$ cat src/rtl/maxnet_sequencer_pkg.sv
// ---------------------------------------------------------------------------
// maxnet_pkg : shared types and constants for the MaxNet sequencer/datapath
// Revision   : 1.0
// ---------------------------------------------------------------------------
`default_nettype none

package maxnet_pkg;

  localparam int N      = 4;
  localparam int ADDR_W = 4;

  typedef enum logic [2:0] {
    IDLE   = 3'd0,
    LOAD   = 3'd1,
    CHECK  = 3'd2,
    CLR    = 3'd3,
    MAC    = 3'd4,
    WR     = 3'd5,
    COMMIT = 3'd6,
    DONE   = 3'd7
  } state_e;

  // Q2.3 weights: diagonal is +1.0, off-diagonal is -epsilon (-0.25)
  localparam logic [4:0] W_ONE       = 5'b01000;
  localparam logic [4:0] W_MINUS_EPS = 5'b11110;

endpackage

`default_nettype wire

$ cat src/rtl/maxnet_sequencer_if.sv
// ---------------------------------------------------------------------------
// maxnet_sequencer_if : control/status bundle between top level and sequencer
// Revision            : 1.0
// ---------------------------------------------------------------------------
`default_nettype none

interface maxnet_sequencer_if
  import maxnet_pkg::*;
#(
  parameter int ITER_W = 4
) ();

  logic              start;
  logic [N-1:0]      pos_flags;
  logic              in_ld;
  logic              acc_clr;
  logic              acc_en;
  logic [ADDR_W-1:0] w_addr;
  logic [1:0]        x_sel;
  logic [N-1:0]      res_ld;
  logic              commit;
  logic              busy;
  logic              done;
  logic [1:0]        winner;
  logic              winner_vld;
  logic              timeout;
  logic [ITER_W-1:0] iter_cnt;

  modport master (
    output start, pos_flags,
    input  in_ld, acc_clr, acc_en, w_addr, x_sel, res_ld, commit,
           busy, done, winner, winner_vld, timeout, iter_cnt
  );

  modport slave (
    input  start, pos_flags,
    output in_ld, acc_clr, acc_en, w_addr, x_sel, res_ld, commit,
           busy, done, winner, winner_vld, timeout, iter_cnt
  );

endinterface

`default_nettype wire

$ cat src/rtl/maxnet_sequencer_pos_resolve4.sv
// ---------------------------------------------------------------------------
// pos_resolve4 : popcount <= 1 test plus index encoder of the positive flags
// Revision     : 1.0
// ---------------------------------------------------------------------------
`default_nettype none

module pos_resolve4 (
  input  logic [3:0] flags_i,
  output logic       le_one_o,
  output logic [1:0] idx_o
);

  logic [2:0] w_cnt;

  assign w_cnt = {2'b00, flags_i[0]} + {2'b00, flags_i[1]}
               + {2'b00, flags_i[2]} + {2'b00, flags_i[3]};

  assign le_one_o = (w_cnt <= 3'd1);

  // Only meaningful when at most one flag is set; lowest index wins otherwise
  always_comb begin
    idx_o = 2'd0;
    for (int i = 3; i >= 0; i--) begin
      if (flags_i[i]) begin
        idx_o = i[1:0];
      end
    end
  end

endmodule

`default_nettype wire

$ cat src/rtl/maxnet_sequencer.sv
// ---------------------------------------------------------------------------
// maxnet_sequencer : control FSM stepping the 4-neuron MaxNet datapath
// Revision         : 1.0
// ---------------------------------------------------------------------------
`default_nettype none

module maxnet_sequencer
  import maxnet_pkg::*;
#(
  parameter int N        = 4,
  parameter int MAX_ITER = 15,
  parameter int ITER_W   = 4
) (
  input  logic               clk,
  input  logic               rst_n,
  maxnet_sequencer_if.slave  bus
);

  localparam logic [1:0]   LAST_IDX = 2'(N - 1);
  localparam logic [N-1:0] ONE_HOT0 = N'(1);

  state_e            state_q, state_d;
  logic [1:0]        row_q, row_d;
  logic [1:0]        col_q, col_d;
  logic [ITER_W-1:0] iter_q, iter_d;
  logic [1:0]        winner_q, winner_d;
  logic              wvld_q, wvld_d;
  logic              tmo_q, tmo_d;

  logic              in_ld_q, acc_clr_q, acc_en_q, commit_q, busy_q, done_q;
  logic [3:0]        w_addr_q;
  logic [1:0]        x_sel_q;
  logic [N-1:0]      res_ld_q;

  logic              w_le_one;
  logic [1:0]        w_idx;

  pos_resolve4 u_resolve (
    .flags_i  (bus.pos_flags),
    .le_one_o (w_le_one),
    .idx_o    (w_idx)
  );

  always_comb begin
    state_d  = state_q;
    row_d    = row_q;
    col_d    = col_q;
    iter_d   = iter_q;
    winner_d = winner_q;
    wvld_d   = wvld_q;
    tmo_d    = tmo_q;
    case (state_q)
      IDLE: begin
        if (bus.start) begin
          state_d  = LOAD;
          iter_d   = '0;
          winner_d = 2'd0;
          wvld_d   = 1'b0;
          tmo_d    = 1'b0;
        end
      end
      LOAD:  state_d = CHECK;
      CLR: begin
        state_d = MAC;
        col_d   = 2'd0;
      end
      MAC: begin
        if (col_q == LAST_IDX) begin
          state_d = WR;
          col_d   = 2'd0;
        end else begin
          col_d = col_q + 2'd1;
        end
      end
      WR: begin
        if (row_q == LAST_IDX) begin
          state_d = COMMIT;
          row_d   = 2'd0;
        end else begin
          state_d = CLR;
          row_d   = row_q + 2'd1;
        end
      end
      COMMIT: begin
        state_d = CHECK;
        iter_d  = iter_q + ITER_W'(1);
      end
      CHECK: begin
        if (w_le_one) begin
          state_d  = DONE;
          winner_d = w_idx;
          wvld_d   = |bus.pos_flags;
        end else if (iter_q == ITER_W'(MAX_ITER)) begin
          state_d = DONE;
          tmo_d   = 1'b1;
          wvld_d  = 1'b0;
        end else begin
          state_d = CLR;
          row_d   = 2'd0;
        end
      end
      DONE:    state_d = IDLE;
      default: state_d = IDLE;
    endcase
  end

  // Strobes are decoded from the next state so they line up with state_q
  always_ff @(posedge clk) begin
    if (!rst_n) begin
      state_q   <= IDLE;
      row_q     <= 2'd0;
      col_q     <= 2'd0;
      iter_q    <= '0;
      winner_q  <= 2'd0;
      wvld_q    <= 1'b0;
      tmo_q     <= 1'b0;
      in_ld_q   <= 1'b0;
      acc_clr_q <= 1'b0;
      acc_en_q  <= 1'b0;
      w_addr_q  <= 4'd0;
      x_sel_q   <= 2'd0;
      res_ld_q  <= '0;
      commit_q  <= 1'b0;
      busy_q    <= 1'b0;
      done_q    <= 1'b0;
    end else begin
      state_q   <= state_d;
      row_q     <= row_d;
      col_q     <= col_d;
      iter_q    <= iter_d;
      winner_q  <= winner_d;
      wvld_q    <= wvld_d;
      tmo_q     <= tmo_d;
      in_ld_q   <= (state_d == LOAD);
      acc_clr_q <= (state_d == CLR);
      acc_en_q  <= (state_d == MAC);
      w_addr_q  <= (state_d == MAC) ? {row_d, col_d} : 4'd0;
      x_sel_q   <= (state_d == MAC) ? col_d : 2'd0;
      res_ld_q  <= (state_d == WR) ? (ONE_HOT0 << row_d) : '0;
      commit_q  <= (state_d == COMMIT);
      busy_q    <= (state_d != IDLE);
      done_q    <= (state_d == DONE);
    end
  end

  assign bus.in_ld      = in_ld_q;
  assign bus.acc_clr    = acc_clr_q;
  assign bus.acc_en     = acc_en_q;
  assign bus.w_addr     = w_addr_q;
  assign bus.x_sel      = x_sel_q;
  assign bus.res_ld     = res_ld_q;
  assign bus.commit     = commit_q;
  assign bus.busy       = busy_q;
  assign bus.done       = done_q;
  assign bus.winner     = winner_q;
  assign bus.winner_vld = wvld_q;
  assign bus.timeout    = tmo_q;
  assign bus.iter_cnt   = iter_q;

endmodule

`default_nettype wire

$ cat src/flat_wrapper.sv
// flat-port wrapper written by rule: the top's interface ports become plain ports
module maxnet_sequencer_flat import maxnet_pkg::*;
#(
  parameter int N        = 4,
  parameter int MAX_ITER = 15,
  parameter int ITER_W   = 4
)
  (clk, rst_n, bus_start, bus_pos_flags, bus_in_ld, bus_acc_clr, bus_acc_en, bus_w_addr, bus_x_sel, bus_res_ld, bus_commit, bus_busy, bus_done, bus_winner, bus_winner_vld, bus_timeout, bus_iter_cnt);
  maxnet_sequencer_if #(.ITER_W(ITER_W)) bus_i ();
  input  logic clk;
  input  logic rst_n;
  input wire logic [$bits(bus_i.start)-1:0] bus_start;
  input wire logic [$bits(bus_i.pos_flags)-1:0] bus_pos_flags;
  output wire logic [$bits(bus_i.in_ld)-1:0] bus_in_ld;
  output wire logic [$bits(bus_i.acc_clr)-1:0] bus_acc_clr;
  output wire logic [$bits(bus_i.acc_en)-1:0] bus_acc_en;
  output wire logic [$bits(bus_i.w_addr)-1:0] bus_w_addr;
  output wire logic [$bits(bus_i.x_sel)-1:0] bus_x_sel;
  output wire logic [$bits(bus_i.res_ld)-1:0] bus_res_ld;
  output wire logic [$bits(bus_i.commit)-1:0] bus_commit;
  output wire logic [$bits(bus_i.busy)-1:0] bus_busy;
  output wire logic [$bits(bus_i.done)-1:0] bus_done;
  output wire logic [$bits(bus_i.winner)-1:0] bus_winner;
  output wire logic [$bits(bus_i.winner_vld)-1:0] bus_winner_vld;
  output wire logic [$bits(bus_i.timeout)-1:0] bus_timeout;
  output wire logic [$bits(bus_i.iter_cnt)-1:0] bus_iter_cnt;
  assign bus_i.start = bus_start;
  assign bus_i.pos_flags = bus_pos_flags;
  assign bus_in_ld = bus_i.in_ld;
  assign bus_acc_clr = bus_i.acc_clr;
  assign bus_acc_en = bus_i.acc_en;
  assign bus_w_addr = bus_i.w_addr;
  assign bus_x_sel = bus_i.x_sel;
  assign bus_res_ld = bus_i.res_ld;
  assign bus_commit = bus_i.commit;
  assign bus_busy = bus_i.busy;
  assign bus_done = bus_i.done;
  assign bus_winner = bus_i.winner;
  assign bus_winner_vld = bus_i.winner_vld;
  assign bus_timeout = bus_i.timeout;
  assign bus_iter_cnt = bus_i.iter_cnt;
  maxnet_sequencer #(.N(N), .MAX_ITER(MAX_ITER), .ITER_W(ITER_W)) u_core (.clk(clk), .rst_n(rst_n), .bus(bus_i));
endmodule
$ cat config.mk
export PLATFORM = sky130hd
export DESIGN_NAME = maxnet_sequencer_flat
export DESIGN_NICKNAME = d
export VERILOG_FILES = /design/src/rtl/maxnet_sequencer_pkg.sv /design/src/rtl/maxnet_sequencer_if.sv /design/src/rtl/maxnet_sequencer_pos_resolve4.sv /design/src/rtl/maxnet_sequencer.sv /design/src/flat_wrapper.sv
export SDC_FILE = /design/constraint.sdc
export NUM_CORES = 1
export LEC_CHECK = 0
export ABC_AREA = 1
export CAP_MARGIN = 5
export CELL_PAD_IN_SITES_DETAIL_PLACEMENT = 0
export CELL_PAD_IN_SITES_GLOBAL_PLACEMENT = 1
export CORE_ASPECT_RATIO = 1.4
export CORE_MARGIN = 1
export CORE_UTILIZATION = 38
export DETAILED_ROUTE_END_ITERATION = 7
export PLACE_DENSITY_LB_ADDON = 0.3
export SYNTH_ARGS = -nofsm -noshare
export SYNTH_HDL_FRONTEND = slang
export SYNTH_SLANG_ARGS = --single-unit
export TNS_END_PERCENT = 10
$ cat constraint.sdc
create_clock -name clk -period 4.31 [get_ports clk]
set_clock_uncertainty 0.05 [all_clocks]
set_input_delay 0.862 -clock clk [delete_from_list [all_inputs] [get_ports clk]]
set_output_delay 0.862 -clock clk [all_outputs]
set_load 0.02 [all_outputs]
# Word-level counts from Yosys, hierarchy flattened
# Index checks and enable logic that the tools add are counted.
dict set report word_totals {
  inputBits 7
  regBits 31
}
dict set report classes {
  muxes 28
  magnitude_cmp 1
  reduce_logical 12
  n_eq_ne 21
  n_shift 1
  n_addsub 6
}
# cell n
set op_table {}
lappend op_table {{3-bit == test (second input constant)} 8}
lappend op_table {{3-bit one-hot mux with 7 select lines} 1}
lappend op_table {{2-bit two-way mux} 10}
lappend op_table {{3-bit two-way mux} 5}
lappend op_table {{2-bit one-hot mux with 2 select lines} 3}
lappend op_table {{3-bit by 2-bit == test with 1-bit output (second input constant)} 3}
lappend op_table {{4-bit one-hot mux with 2 select lines} 1}
lappend op_table {{3-bit by 1-bit adder with 3-bit output} 2}
lappend op_table {{3-bit by 1-bit == test with 1-bit output (second input constant)} 2}
lappend op_table {{2-bit != test (second input constant)} 3}
lappend op_table {{2-bit AND reduction} 3}
lappend op_table {{3-bit AND reduction} 2}
lappend op_table {{1-bit two-way mux} 5}
lappend op_table {{2-bit by 1-bit adder with 2-bit output (second input constant)} 2}
lappend op_table {{4-bit by 1-bit adder with 4-bit output (second input constant)} 1}
lappend op_table {{2-bit == test (second input constant)} 2}
lappend op_table {{4-bit == test (second input constant)} 1}
lappend op_table {{4-bit two-way mux} 1}
lappend op_table {{1-bit one-hot mux with 2 select lines} 2}
lappend op_table {{4-bit AND reduction} 1}
lappend op_table {{2-bit nonzero test} 2}
lappend op_table {{4-bit OR reduction} 1}
lappend op_table {{1-bit by 2-bit left shift with 4-bit output (first input constant)} 1}
lappend op_table {{3-bit by 1-bit <= comparator with 1-bit output (second input constant)} 1}
lappend op_table {{other kinds (6)} 6}

# Longest topological paths before layout
dict set report depth {
  word_depth 8
  ltp_mapped 13
  mapped_depth_nobuf 13
}

# Modules after synthesis
# From an unflattened synthesis, not the netlist that was laid out.
dict set report unflattened {
  cells_unflattened 159
  area_unflattened_um2 1204.9
}
# mod area_per_inst_um2 n_inst seq_area_each_um2 cells_each
set by_module_without_submodules {}
lappend by_module_without_submodules {maxnet_sequencer 1146.1 1 580.6 151}
lappend by_module_without_submodules {pos_resolve4 58.8 1 0.0 8}

# Least setup slack after synthesis
# OpenSTA, ideal clock, no wires.
dict set report synth_path {
  path_type {in2reg}
  startpoint {in bus_pos_flags[0]}
  endpoint {reg u_core.x_sel_q[0] (netlist: u_core.bus.x_sel[0])}
  n_path_buf 0
  setup_ns 0.122
  slack_ns 1.647
  t_arrival_ns 2.492
  required_time_ns 4.138
  cell_stages 11
  path_cell_list {inv_1 -> ha_1 -> fa_1 -> ha_1 -> inv_1 -> nand3_1 -> nand2_1 -> o21ai_0 -> nand3b_2 -> nand3_4 -> nor2_1}
}
dict set report synth_via {
  elab_chain_cells 8
}
# item line_no
set synth_lines {}
lappend synth_lines {{start, declared} flat_wrapper.sv:13} ;# input wire logic [$bits(bus_i.pos_flags)-1:0] bus_pos_flags;
lappend synth_lines {{1-bit by 1-bit adder with 2-bit output} maxnet_sequencer_pos_resolve4.sv:15} ;# assign w_cnt = {2'b00, flags_i[0]} + {2'b00, flags_i[1]}
lappend synth_lines {{3-bit by 1-bit adder with 3-bit output (2 in series)} maxnet_sequencer_pos_resolve4.sv:16} ;# + {2'b00, flags_i[2]} + {2'b00, flags_i[3]};
lappend synth_lines {{3-bit by 1-bit <= comparator with 1-bit output} maxnet_sequencer_pos_resolve4.sv:18} ;# assign le_one_o = (w_cnt <= 3'd1);
lappend synth_lines {{3-bit two-way mux} maxnet_sequencer.sv:89} ;# if (w_le_one) begin
lappend synth_lines {{3-bit one-hot mux with 7 select lines} maxnet_sequencer.sv:52} ;# case (state_q)
lappend synth_lines {{3-bit == test} maxnet_sequencer.sv:138} ;# x_sel_q <= (state_d == MAC) ? col_d : 2'd0;
lappend synth_lines {{2-bit AND reduction (no line)} n/a}
lappend synth_lines {{end signal, assigned} maxnet_sequencer.sv:138}
lappend synth_lines {{end, declared} maxnet_sequencer.sv:32} ;# logic [1:0] x_sel_q;
# No other way between the ends.
# A chain may end at the register's enable or synchronous reset.

# Worst setup path after layout
# Same ends and word-level chain as after synthesis.

==> flow_metrics.py <==
metrics = {
    "detailed_routing": {
        "viasPerCell": 4.69,
        "routed_wirelength_mm": 2.92,
        "drt_pass1_iterations": 4,
        "drc": 0,
        "drtIter0Drc": 16,
        "routedWlPerCell_um": 11.1,
        "vias": 1229,
        "drtAntennaViolNets": 0,
    },
    "global_routing": {
        "overflow": 0,
        "grt_pass1_vias": 1181,
        "grt_pass1_wl_mm": 4.79,
        "grt_max_degree": 12,
        "antenna_found_initial": 0,
        "grt_use_total_pct": 17.2,
    },
    "synthesis": {
        "syn-instance-count": 187,
        "ys_ff_latch": 29,
        "seq_area_frac_synth_pct": 40.8,
        "yosysWarningCount": 0,
        "synth_fp_nets": 205,
        "syn-cell-area_um2": 1420,
        "syn-mean-instance-area_um2": 7.61,
        "netlist.area_leader.share_pct": 40.8,
        "yosysTopAreaCell": "dfxtp_1",
        "synth_cell_types": 27,
        "synthTopCellsByArea": "dfxtp_1, nand2_1, ha_1, nor2_1, inv_1",
    },
    "die": {
        "die_h_um": 74.4,
        "coreArea_um2": 3470,
        "io_pins": 31,
        "die_w_um": 53.7,
        "num_rows": 25,
        "dieArea_um2": 4000,
        "start_util_pct": 41.0,
    },
    "critical_path": {
        "r2r_slack_ps": 2510,
        "cp-start-kind": "input port",
        "reg2reg_depth": 9,
        "arrival_ps": 3210,
        "required_ps": 4430,
        "path_class": "input port to flop",
        "endpoint_kind": "flop",
        "crit_fanout": 5,
    },
    "timing": {
        "fmax_mhz": 324,
        "drv_slew": 0,
        "worst_pin_slew_ps": 489,
        "rsz0062_at_grt": "no",
        "min_period_ps": 3080,
        "maxSlewHeadroom_pct": 67.3,
        "tns_ps": 0,
        "setup_viol": 0,
        "finalHoldViolCount": 0,
        "finalCritPeriodShare_pct": 71.5,
    },
    "placed_design": {
        "gp_congestion": 0.834,
        "port_buffers": 30,
        "placed_area_um2": 1750,
        "dp_hpwl_mm": 2.34,
        "dpl.cell_count": 254,
    },
    "clocking": {
        "post-cts-setup-buffer-count": 0,
        "root_buffer": "clkbuf_8",
        "cts_tree": "yes",
        "path_clk_slew_ps": 60,
        "cts_resized": 0,
        "h-tree-depth": 2,
        "cts_buffers": 5,
        "cts_num_sinks": 29,
        "clock_latency_ps": 280,
        "clk_path_buf_depth": 2,
        "cts_hold_buffers": 0,
    },
    "worst_hold_path": {
        "hp-class": "flop to flop",
        "min_path_cells": 2,
    },
    "power": {
        "power_uw": 1070,
        "power_frac_seq_pct": 31.8,
        "p_comb_share_pct": 48.4,
        "powerDensity_nw_per_um2": 585,
        "vdd_drop_max_uv": 391,
        "clkPwrFrac_pct": 19.9,
        "p_sw_uw": 458,
        "p_int_uw": 616,
        "swShare_pct": 42.7,
        "power_leakage_uw": 0.000866,
    },
    "outcome": {
        "status": "complete, no violations",
    },
    "cells_and_area": {
        "drive_above_1_share_pct": 11.7,
        "fin_nets": 239,
        "num_antenna_cells": 0,
        "mostFrequentLayoutCells": "nand2_1, nor2_1, clkdlybuf4s50_1",
        "final_common_cell": "nand2_1",
        "instances_no_fill": 262,
        "area_growth_pct": 29.0,
        "final_area_um2": 1840,
    },
    "flow_run": {
        "drv_cap": 0,
    },
}
## routing by layer
layer  up-vias  track usage [%]  share of wire [%]
met3         6             6.13                4.6
met4         0             9.65                2.4
met2        25             31.1                 54
li1        651                -                  -
met1       547             15.9                 39
met5         -                0                  0
## state kept, by name, summed over array words and instances, names as in the netlist
register,count
u_core.row_q,2
u_core.bus.w_addr,3
u_core.col_q,2
u_core.bus.res_ld,4
u_core.bus.x_sel,1
u_core.bus.iter_cnt,4
u_core.bus.done,1
u_core.bus.timeout,1
u_core.bus.acc_en,1
u_core.bus.acc_clr,1
u_core.bus.winner,2
u_core.state_q,3
u_core.bus.busy,1
u_core.bus.in_ld,1
u_core.bus.winner_vld,1
u_core.bus.commit,1
## area by class of cell
| cell class | instances | area, um^2 |
|---|---|---|
| Sequential cell | 29 | 581 |
| Multi-Input combinational cell | 125 | 711 |
| Fill cell | 347 | 1640 |
| Tap cell | 40 | 50.0 |
| Clock inverter | 2 | 10.0 |
| Inverter | 30 | 113 |
| Clock buffer | 6 | 72.6 |
| Timing Repair Buffer | 30 | 300 |
## worst paths after layout
path | start | endpoint
hold / removal | u_core.bus.winner[0] | u_core.bus.winner[0]
setup reg to reg | u_core.state_q[0] | u_core.bus.res_ld[2]
setup / recovery | bus_pos_flags[0] | u_core.bus.x_sel[0]
hold reg to reg | u_core.bus.winner[0] | u_core.bus.winner[0]
## cell families after synthesis
family / count (synthesis) / synth area share (%)
flip-flops: 29 / 40.8
buffers and inverters: 33 / 9.31
adder cells (fa/ha/maj): 11 / 10.2
AO/OA/AOI/OAI: 22 / 8.44
AND/OR/NAND/NOR: 92 / 31.3
## metrics by stage
step	utilization [%]	worst slack, ps	hold slack, ps
6_report	52.9	1230	431
5_1_grt	52.9	1090	466
4_1_cts	52.9	1200	438
3_5_place_dp	50.5	926	428
3_3_place_gp	50.5	1000	413
2_1_floorplan	-	1650	459
## Yosys cell counts
cell,instances
o21ai_0,9
buf_2,1
nor3_1,1
nor2_2,5
nor2_4,1
nor4_1,1
nand2_1,36
and2_1,1
fa_1,1
a21oi_2,1
inv_1,27
inv_2,3
buf_4,2
o21ai_1,2
nand4_1,2
dfxtp_1,29
nand3_2,2
nand3b_2,1
ha_1,10
nand3_1,6
o311a_1,1
nand2_4,3
nor2_1,30
o22ai_1,1
a21oi_1,8
nand2_2,2
nand3_4,1
## power by group through the flow
stage	clock, uW	sequential (uW)	combinational, uW
finish	213	341	520
global route	228	347	587
CTS	218	342	526
detailed placement	0	349	523
global placement	0	347	513
floorplan	0	377	359
## worst max-delay path, cell delays in order
cell and delay [ps]:
clkdlybuf4s50_1 520, inv_1 80, ha_1 300, fa_1 390, ha_1 280, inv_1 30, nand3_1 50, nand2_1 90
o21ai_0 240, nand3b_2 190, nand3_4 120, nor2_1 50
No activity file was read; power rests on OpenSTA's default activity.
